[config.mk]
export PLATFORM = sky130hd
export DESIGN_NAME = seg_scan_mux
export DESIGN_NICKNAME = d
export VERILOG_FILES = /design/src/rtl/seg_scan_mux.sv
export SDC_FILE = /design/constraint.sdc
export NUM_CORES = 1
export LEC_CHECK = 0
export ABC_AREA = 1
export BUFFER_PORTS_ARGS = -buffer_cell sky130_fd_sc_hd__clkbuf_2
export CAP_MARGIN = 15
export CORE_MARGIN = 3
export CORE_UTILIZATION = 54
export DETAILED_ROUTE_END_ITERATION = 16
export GPL_TIMING_DRIVEN = 0
export PLACE_DENSITY = 0.86
export SETUP_SLACK_MARGIN = 0.3
export SYNTH_ARGS = -nofsm -noshare
export SYNTH_HDL_FRONTEND = slang
export SYNTH_SLANG_ARGS = --single-unit
[constraint.sdc]
create_clock -name clk_i -period 4.2 [get_ports clk_i]
set_input_delay 0.84 -clock clk_i [delete_from_list [all_inputs] [get_ports clk_i]]
set_output_delay 0.84 -clock clk_i [all_outputs]
set_load 0.02 [all_outputs]
[src/rtl/seg_scan_mux.sv]
// seg_scan_mux: time-multiplexed scan driver for a common-segment 7-seg bank.
// Each digit gets a dark gap of BLANK_CYCLES, then it is lit for DWELL_CYCLES.
// During the dark gap the shared segment bus is forced to all-off.
// The segment pattern is latched when the digit lights, so input changes
// during the dwell cannot tear the displayed digit.
module seg_scan_mux #(
  parameter int NUM_DIGITS    = 8,
  parameter int DWELL_CYCLES  = 1000,
  parameter int BLANK_CYCLES  = 16,
  parameter bit AN_ACTIVE_LOW = 1'b1,
  localparam int DIG_W   = $clog2(NUM_DIGITS),
  localparam int CNT_MAX = (DWELL_CYCLES > BLANK_CYCLES) ? DWELL_CYCLES : BLANK_CYCLES,
  localparam int CNT_W   = $clog2(CNT_MAX + 1)
) (
  input  logic                  clk_i,
  input  logic                  rst_i,
  input  logic                  en_i,
  input  logic [7:0]            segs_i [NUM_DIGITS],
  output logic [7:0]            seg_o,
  output logic [NUM_DIGITS-1:0] an_o,
  output logic [DIG_W-1:0]      digit_o,
  output logic                  frame_done_o
);

  localparam logic [7:0]            SEG_NONE   = 8'hFF;
  localparam logic [NUM_DIGITS-1:0] AN_OFF     = AN_ACTIVE_LOW ? '1 : '0;
  localparam logic [CNT_W-1:0]      BLANK_LAST = CNT_W'(BLANK_CYCLES - 1);
  localparam logic [CNT_W-1:0]      DWELL_LAST = CNT_W'(DWELL_CYCLES - 1);
  localparam logic [DIG_W-1:0]      DIG_LAST   = DIG_W'(NUM_DIGITS - 1);

  typedef enum logic {
    ST_BLANK = 1'b0,
    ST_SHOW  = 1'b1
  } state_t;

  state_t           state;
  logic [CNT_W-1:0] cnt;

  // Digit-enable pattern lighting digit d, in the configured polarity.
  function automatic logic [NUM_DIGITS-1:0] an_on(input logic [DIG_W-1:0] d);
    logic [NUM_DIGITS-1:0] oh;
    oh    = '0;
    oh[d] = 1'b1;
    return AN_ACTIVE_LOW ? ~oh : oh;
  endfunction

  // Scan FSM: alternate dark gap and dwell per digit, all outputs registered.
  // NOTE: every register here uses <= so all next-state terms read the values
  // from before the edge; a blocking = would let cnt/digit_o updates leak into
  // the same edge's decisions and break the cycle counts.
  always_ff @(posedge clk_i or posedge rst_i) begin
    if (rst_i) begin
      state        <= ST_BLANK;
      cnt          <= '0;
      digit_o      <= '0;
      seg_o        <= SEG_NONE;
      an_o         <= AN_OFF;
      frame_done_o <= 1'b0;
    end else if (!en_i) begin
      // Disabled: park in the dark gap before digit 0, abort any frame.
      state        <= ST_BLANK;
      cnt          <= '0;
      digit_o      <= '0;
      seg_o        <= SEG_NONE;
      an_o         <= AN_OFF;
      frame_done_o <= 1'b0;
    end else begin
      frame_done_o <= 1'b0;
      case (state)
        ST_BLANK: begin
          if (cnt == BLANK_LAST) begin
            cnt   <= '0;
            state <= ST_SHOW;
            seg_o <= segs_i[digit_o];
            an_o  <= an_on(digit_o);
          end else begin
            cnt <= cnt + CNT_W'(1);
          end
        end
        ST_SHOW: begin
          if (cnt == DWELL_LAST) begin
            cnt   <= '0;
            state <= ST_BLANK;
            seg_o <= SEG_NONE;
            an_o  <= AN_OFF;
            if (digit_o == DIG_LAST) begin
              digit_o      <= '0;
              frame_done_o <= 1'b1;
            end else begin
              digit_o <= digit_o + DIG_W'(1);
            end
          end else begin
            cnt <= cnt + CNT_W'(1);
          end
        end
        default: begin
          state <= ST_BLANK;
          cnt   <= '0;
          seg_o <= SEG_NONE;
          an_o  <= AN_OFF;
        end
      endcase
    end
  end

endmodule

# Yosys cells after proc, flatten, opt, wreduce, memory -nomap -nowiden
# Cells that the tools add are included.
# totals
ff_bits	31
latch_bits	0
ramBits	0
rom_bits	0
input_bits	67
out_inout_bits	20
wordCells	52
memories	0
# classes
add_sub_neg	2
n_mul	0
div_mod_pow	0
order_cmp	3
eq_ne	7
n_shift	0
muxes	28
bitwise	3
reduce_logical	3
# op_table
op	n
2-to-1 mux 8 bit	7
one-hot mux 8 bit (2 select lines)	2
2-to-1 mux 10 bit	3
binary-select mux 8 bit (select 3 bit)	1
one-hot mux 10 bit (2 select lines)	1
2-to-1 mux 3 bit	4
adder 10 x 1 -> 10 bit (second input constant)	1
equality test 10 bit (second input constant)	1
equality test 10 x 4 -> 1 bit (second input constant)	1
2-to-1 mux 1 bit	8
inverter 8 bit	1
>= comparator 4 bit (second input constant)	1
less-than comparator 3 x 4 -> 1 bit (second input constant)	1
inequality test 2 x 1 -> 1 bit (second input constant)	2
inverter 3 -> 4 bit	1
AND reduction 2 bit	2
adder 3 x 1 -> 3 bit (second input constant)	1
demux 1 bit (select 3 bit)	1
equality test 3 bit (second input constant)	1
>= comparator 3 x 1 -> 1 bit (second input constant)	1
inequality test 3 x 2 -> 1 bit (second input constant)	1
inequality test 3 bit (second input constant)	1
one-hot mux 1 bit (2 select lines)	1
logical AND 1 bit	1
inverter 1 bit	1

# Logic depth before layout (Yosys ltp)
# Gate-level depths: netlist of the first run.
# logic_depth
word_depth	8
ltp_mapped	11
ltp_nobuf	9

# Worst setup path before layout of the first run
# OpenSTA, ideal clock, no wires.
# synth_timing
kind	input port to flip-flop
start	in en_i
end	reg seg_o[1]
setup_ps	75
arrival_time_ps	1447
required_time_ps	4125
path_slack_ps	2677
cell_stages	8
path_buffers	1
cell_sequence	inv_2 > nor2_4 > buf_8 > nand2_4 > o21ai_1 > nand2_1 > nand2_1 > nand2_1
# synth_between
elab_chain_cells	2
elab_cells_between_ends	4
classes_between	eq/ne: 2; mux: 1; reduce/logical: 1
# synth_rtl
item	line	source
from (decl)	17	input logic en_i,
inequality test 3 bit (no line) or inequality test 3 x 2 -> 1 bit (tied branches)	-	
AND reduction 2 bit (no line)	-	
to (signal assigned)	74	seg_o <= segs_i[digit_o];
to (decl)	19	output logic [7:0] seg_o,
# Several ways; a longest one is shown, not always the timed one.
# A chain may end at the register's enable or synchronous reset.

# Worst setup path after layout of the first run
# layout_timing
start	reg an_o[3]
end	out an_o[3]
# layout_rtl
item	line	source
from (decl)	20	output logic [NUM_DIGITS-1:0] an_o,
from (signal assigned)	75	an_o <= an_on(digit_o);
# No word-level cell between the ends.

==> results.txt, run 1 <==
The logs give 0 for the final hold violation count and 23 for the row count. The routed layout has 2,406 vias. The tightest min-delay check is of the flip-flop to flip-flop type. The share of the synthesized netlist area taken by xor and xnor gates was 2.20%; the fmax was 544 MHz.

The standard cell with the maximum stage delay on the critical path is sky130_fd_sc_hd__dfstp_2. In this run, synthesis produced a sequential element count of 31. The count of buffers inserted at the top-level ports is 86. Summing all multi-input logic gate instances after layout gives 0.00131 mm2. The post-synthesis average cell area works out to 6.59 um2.

TritonCTS created 5 clock buffers. The wire-length estimate of the detail-placed layout is 4.46 mm. The number of logic stages on the critical path including buffering works out to 1. The run gives 363 as the post-synthesis instance total. The largest net degree at the start of global routing came out at 32. The logs give 23.1% for the global-route usage over all layers and 87 for the number of I/O pins. The total leakage power is 1.68 nW.

The maximum cell stage delay along the critical path came out at 0.55 ns. Subtracting the final worst setup slack from the clock period gives 1.84 ns. The final-report setup violation count was 0; the count of antenna diodes in the layout was 0.

Setup repair after global routing left no endpoint under its margin. By area, the combinational part of the netlist is dominated by simple AND/OR/NAND/NOR gates. The end of the worst register-to-register path was cnt[8]. The most used flip-flop cell after synthesis is sky130_fd_sc_hd__dfstp_2. After synthesis, the share of flip-flops with an asynchronous set or reset is 100%.

In this design, the largest share of critical-path delay is due to flip-flops. Of the synthesized area, sequential elements account for 33.3%. Summed over all instances, the cell type with the most area after synthesis is sky130_fd_sc_hd__nand2_1. For the cts-stage hold buffer count, the log shows 0. The compound-gate portion of the synthesized area is 3.50%, and the worst path buffer plus inverter count is 1.

Via count of the first global-routing pass: 2,233. The clock insertion delay at the later pin of the skew report is 0.29 ns, and the total power per unit cell area is 231 mW/mm2. After routing the design area is 0.00299 mm2.

The proportion of netlist area held by the largest area contributor is 22.3%. Following the worst setup path forward leads to its endpoint at an_o[3]. In this run the most critical hold path is launched from an_o[0].

The warning count from the yosys run was 0; the DRC violations left was 0. The net count after synthesis was 433; the floorplan core area was 0.00414 mm2. Counting instances in the post-synthesis netlist gives the leading cell types as 142 x sky130_fd_sc_hd__nand2_1, 48 x sky130_fd_sc_hd__nor2_1, 37 x sky130_fd_sc_hd__inv_1.

For this run, the post-layout net count is 527. The initial utilization of the core area, before any placement, comes to 57.7%. TritonCTS built the clock tree. After filler insertion, the fill cell instance count of the layout stands at 359. At the pin with the least slew margin, the transition time is 0.419 ns. The tree is rooted in a sky130_fd_sc_hd__clkbuf_8. After Yosys synthesis, and, or, nand and nor cells account for 47.4% of the synthesized area. The placed standard-cell area is 0.00289 mm2. The number of buffers between clock root and the deepest sink is 2. For the global-route wire length before repair, the log shows 9.63 mm. Walking the worst path, the cells encountered are clkbuf_2. In this run the critical register-to-register path is launched from cnt[0]. Counting cells, the worst reg-to-reg path comes to 9. Data arrives at the worst endpoint at 1.00 ns. By area the synthesized netlist is led by sky130_fd_sc_hd__nand2_1 22%, sky130_fd_sc_hd__dfstp_2 18%, sky130_fd_sc_hd__dfrtp_1 16%.

In the final routed layout, each cell accounts on average for 11.2 um. Summing the areas of all fa, ha and maj instances in the mapped netlist gives 1.57% of the synthesized area. The max-capacitance violation count is 0.

Startpoint type of the worst setup path: a flip-flop. The sequential cells in the finished layout cover a total of 796 um2. For this run, the detailed router's first-pass iteration total came to 4. The clock-pin slew of the registers on the worst-case setup and hold paths is 0.06 ns. The post-CTS setup repair buffer count was 0; the critical path required time was 3.36 ns. Yosys instantiated no cell more often than sky130_fd_sc_hd__nand2_1. The average via count per standard cell was 4.74; the initial DRC count was 159. The design draws 0.690 mW.

For this run, the share of the core covered by cells in the final layout is 72.3%. In this run the tightest slew margin relative to its limit is 72.1%. In the final timing run, aggregate negative setup slack is 0 ns.

Die width: 72.6 um. Across the VDD grid, the largest voltage drop is 0.107 mV. Cells with a size suffix above 1 make up 35.2% of the layout.

The worst setup path is captured at a primary output. The routed design has 5.69 mm of wire. The timing startpoint of the critical path is an_o[3]. From bottom edge to top edge, the die measures 72.6 um. The slack of the worst reg-to-reg path is 2.58 ns. The combined area of all synthesized cells came out at 0.00239 mm2. The multiplexer area fraction after synthesis was 0%; the fraction of the cycle the final worst path needs was 43.8%.

The biggest fanout along the worst timing path was 2; the worst-case clock skew was 0.00348 ns. For the overflow left after global routing, the log shows 0. For the H-tree depth, the log shows 2.

The logs give 0.888 for the last weighted congestion value of the routability-driven placer and 0 for the number of max-slew violations in the final report. The setup path with the least slack is of type flip-flop to primary output. The run gives 0.00526 mm2 as the die area. For the clock net sink count, the log shows 31. The number of enable-type register cells in the synthesized netlist was 0; the smallest setup slack after layout was 2.36 ns.

The logs give 0 for the initial antenna violation count and 0 for the number of instances resized during post-cts repair. The number of different library cells in the post-synthesis netlist was 30. For the worst setup timing slack at the placement stage, the log shows 2.31 ns. The post-synthesis to final-layout area growth works out to 25.2%. The count of antenna-violating nets left after detailed routing came out at 0. The run finished with clean final reports.
report_power, final:
part	switching, mW	internal, mW	total, mW
Sequential	0.0102	0.324	0.334
Combinational	0.0760	0.0596	0.136
Clock	0.105	0.116	0.220
cell usage in the layout, fill, tap and decap left out, drive strengths merged:
cell type	count
nand3b	1
clkbuf	93
nor2	56
nand3	29
a21oi	1
dfrtp	15
buf	13
clkinv	1
xor2	6
ha	3
nand4	1
nor3	1
dfstp	16
nor3b	1
nand2	161
o21ai	15
inv	45
cell type report:
type,instances,share of cell area [%]
Clock buffer,7,2.55
Clock inverter,1,0.167
Tap cell,50,2.09
Multi-Input combinational cell,275,43.7
Sequential cell,31,26.6
Timing Repair Buffer,87,15.3
Inverter,45,5.73
Buffer,12,3.89
flip-flops by register name, indices dropped and copies added, names as in the netlist:
signal	flops
cnt	10
an_o	8
seg_o	8
digit_o	3
frame_done_o	1
state	1
metal layers:
| layer | global-route usage, % | share of wire, % |
|---|---|---|
| met4 | 8.61 | 1.5 |
| met5 | 0 | 0 |
| met2 | 38.1 | 48 |
| met3 | 2.91 | 8.6 |
| met1 | 30.8 | 42 |
logic make-up after synthesis:
logic type / count (synthesis)
AO/OA/AOI/OAI: 16
buffers and inverters: 57
flip-flops: 31
AND/OR/NAND/NOR: 250
adder cells (fa/ha/maj): 3
XOR/XNOR: 6
worst reg2reg max path, cell delays in order, from the launching register on:
cell and delay, ns:
sky130_fd_sc_hd__dfrtp_1 0.37, sky130_fd_sc_hd__ha_1 0.19, sky130_fd_sc_hd__nand2_2 0.11, sky130_fd_sc_hd__nor2_2 0.14, sky130_fd_sc_hd__inv_1 0.07, sky130_fd_sc_hd__nor2_1 0.14, sky130_fd_sc_hd__nand3_2 0.17, sky130_fd_sc_hd__nand2_8 0.14
sky130_fd_sc_hd__buf_12 0.13, sky130_fd_sc_hd__nor2_1 0.05
through the flow:
step,cells,hold WS [ns]
finish,508,0.459
global route,508,0.473
CTS,507,0.461
detailed placement,499,0.450
global placement,499,0.447
floorplan,363,0.428
how the worst min path moves through the flow:
| stage | endpoint | slack (ns) | cells after the start |
|---|---|---|---|
| after floorplan | cnt[0] | 0.43 | 1 |
| after global placement | cnt[0] | 0.45 | 1 |
| after detailed placement | an_o[4] | 0.45 | 2 |
| after CTS | an_o[4] | 0.46 | 2 |
| after global routing | an_o[4] | 0.47 | 2 |
| final | an_o[0] | 0.46 | 2 |
Power figures use the tool's default switching activity.
==> inputs of run 2 (changes only) <==
CORE_UTILIZATION = 50   (was 54)
PLACE_DENSITY = 0.81   (was 0.86)
clock period = 1.8 ns   (was 4.2 ns; I/O delays follow)
==> results.txt, run 2 (synthesized netlist as in run 1, its figures left out) <==
Entering global routing, the biggest net connects 32 pins. Once detailed placement completed, the half-perimeter wirelength came to 4.55 mm. By startpoint and endpoint, the worst setup path is classified as flip-flop to flip-flop. The top register by number of flip-flops is cnt. For this run the aggregate overflow at the end of global routing stands at 0.

The critical path goes through ha_4 > nand2_4 > nor2_4 > inv_2 > nor2_2 > nand3_2 > nand2_8 > clkbuf_16 > nor2_2. The measured slew at the worst slew-check pin is 0.476 ns. The tools report the number of I/O pins as 87.

No sink is reached through more buffers than the 2 on the longest clock path. The floorplan has 24 rows. The initial antenna violation count was 0; the final total negative setup slack was 0 ns.

The global-route wire length before repair is 9.43 mm. The TritonCTS buffer count is 5. Critical path required time: 1.97 ns. The cell seen most often among critical-path stages is sky130_fd_sc_hd__nor2_2. The ratio of cells with drive above 1 in the final layout is 39.3%. The cell sitting at the root of the clock tree is a sky130_fd_sc_hd__clkbuf_8. The final hold violation count was 0; the die width was 75.2 um. Clock-pin slew was measured on the worst setup and hold paths at 0.07 ns.

After detailed placement, the total cell area comes to 0.00289 mm2. The worst setup path is launched from a flip-flop. The run gives 0.00317 mm2 as the post-layout instance area.

The detail route stage leaves a number of antenna-violating nets equal to 0. The tools report the number of fillers in the final layout as 373. Setup violations remaining at the end of the flow were counted as 0.

In this run the standard cell core region covers 0.00447 mm2. The largest single stage delay on the critical path is 0.40 ns. The standard cell with the maximum stage delay on the critical path was sky130_fd_sc_hd__dfrtp_1. The later pin in the worst-skew pair is clocked with a latency of 0.28 ns. After the last flow step, the layout net total stands at 537. The initial utilization of the core area, before any placement, comes to 53.5%.

TritonCTS built the clock tree. The class of the most critical hold timing path is input pin to async pin. Dividing the detail-routed via count by the number of cells gives 4.83.

In the final routed layout, each cell accounts on average for 11.9 um. Leaving out fill and tap cells, the most frequent cells in the layout are 141 x sky130_fd_sc_hd__nand2_1, 86 x sky130_fd_sc_hd__clkbuf_2, 40 x sky130_fd_sc_hd__nor2_1. The biggest fanout along the worst timing path was 6; the last weighted congestion value of the routability-driven placer was 0.870. For this design the static power due to leakage is 1.75 nW.

The relative max-transition margin came out at 68.2%. The peak ir drop on the vdd network was 0.269 mV; the worst-case clock skew was 0.00604 ns. The global-route usage over all layers was 21.6%. The count of buffers added on input and output ports is 86. The max-capacitance violation count was 0; the die area was 0.00565 mm2. The run gives 2,208 as the via count of the first global-routing pass. The logs give 797 um2 for the register cell area after layout and 2 for the H-tree depth. The run finished with clean final reports.

Clock tree synthesis found a total of 31 sinks. Setup repair after global routing could not meet its margin everywhere. For the number of max-slew violations in the final report, the log shows 0. The pre-antenna-repair detailed-routing pass consisted of 4 iterations. The endpoint kind of the worst setup timing path was a flip-flop. For the worst setup path, the data arrival time is 1.64 ns. The routed design could run at a clock period as short as 1.47 ns. The die is 75.2 um tall.

The register with the most flip-flops in the layout has 10 of them. The repair_antennas step left the layout with diodes totalling 0. The first routing iteration left 110 violations.

The most common cell after layout, fill and taps aside is sky130_fd_sc_hd__nand2_1. For this block, the via count after detailed routing is 2,514. Summing all multi-input logic gate instances after layout gives 0.00136 mm2.

Timing would allow up to 681 MHz. For this run, design rule violations remaining after detail routing come to 0. Of the available clock period, the critical path in the final layout requires 81.6%. The largest registers in the layout are cnt (10), an_o (8), seg_o (8). In this run the power density over the cells is 523 mW/mm2. Wires add up to 6.17 mm. From synthesis to final layout, the design area changed by 32.7%.
## run 2: changes by cell type in the layout (fill, tap and decap cells not counted), sizes merged
cell,delta
buf,+7
clkinvlp,+1
clkbuf,+2
## run 2: timing repair
| action | in CTS | in global routing |
|---|---|---|
| gates resized for setup | 2 | 20 |
| setup endpoints to repair | 21 | 26 |
| hold buffers | 0 | 0 |
| pin swaps | 3 | 3 |
| gates cloned | 0 | 1 |
| buffers inserted | 4 | 5 |
## run 2: report_power, final
part | internal, mW | total, mW | switching (mW)
Combinational | 0.161 | 0.349 | 0.188
Sequential | 0.756 | 0.784 | 0.0273
Clock | 0.270 | 0.528 | 0.258
Total | 1.19 | 1.66 | 0.473
## run 2: final cells by class
type	count	share of cell area (%)
tap	52	2.05
multi-input combinational	275	43.0
sequential	31	25.1
inverter	45	5.40
clock buffer	6	2.29
buffer	12	4.06
clock inverter	2	0.394
timing repair buffer	97	17.7
## run 2: worst paths after layout
| path | startpoint | to | slack (ns) | depth (start not counted) |
|---|---|---|---|---|
| setup / recovery | cnt[0] | cnt[4] | 0.33 | 9 |
| hold / removal | rst_i | cnt[9] | 0.07 | 2 |
| max in group asynchronous | rst_i | an_o[1] | 1.20 | 3 |
| min in group clk_i | segs_i[57] | seg_o[1] | 0.38 | 5 |
| hold reg to reg | an_o[6] | an_o[6] | 0.46 | 2 |
| setup reg to reg | cnt[0] | cnt[4] | 0.33 | 9 |
## run 2: critical path: cells and delay by family (launching register included)
kind                     cells  cell delay (ns)
adder cells (fa/ha/maj)      1             0.17
AND/OR/NAND/NOR              6             0.58
buffers and inverters        2             0.21
flip-flops                   1             0.40
## run 2: through the flow
step | setup slack, ns | util [%] | power, mW | cells | hold WS, ns
floorplan | 0.401 | - | 0.970 | 363 | 0.428
global placement | 0.259 | 64.5 | 1.10 | 501 | 0.446
detailed placement | 0.235 | 64.5 | 1.10 | 501 | 0.445
CTS | 0.302 | 67.6 | 1.64 | 513 | 0.377
global route | 0.272 | 70.9 | 1.73 | 520 | 0.105
finish | 0.331 | 70.9 | 1.66 | 520 | 0.0666
## run 2: layer usage
layer	global-route usage [%]	vias to the layer above	routed length [um]
li1	-	1301	-
met1	27.8	1099	2640
met2	35.4	105	2940
met3	4.27	9	481
met4	9.13	0	106
met5	0	-	0
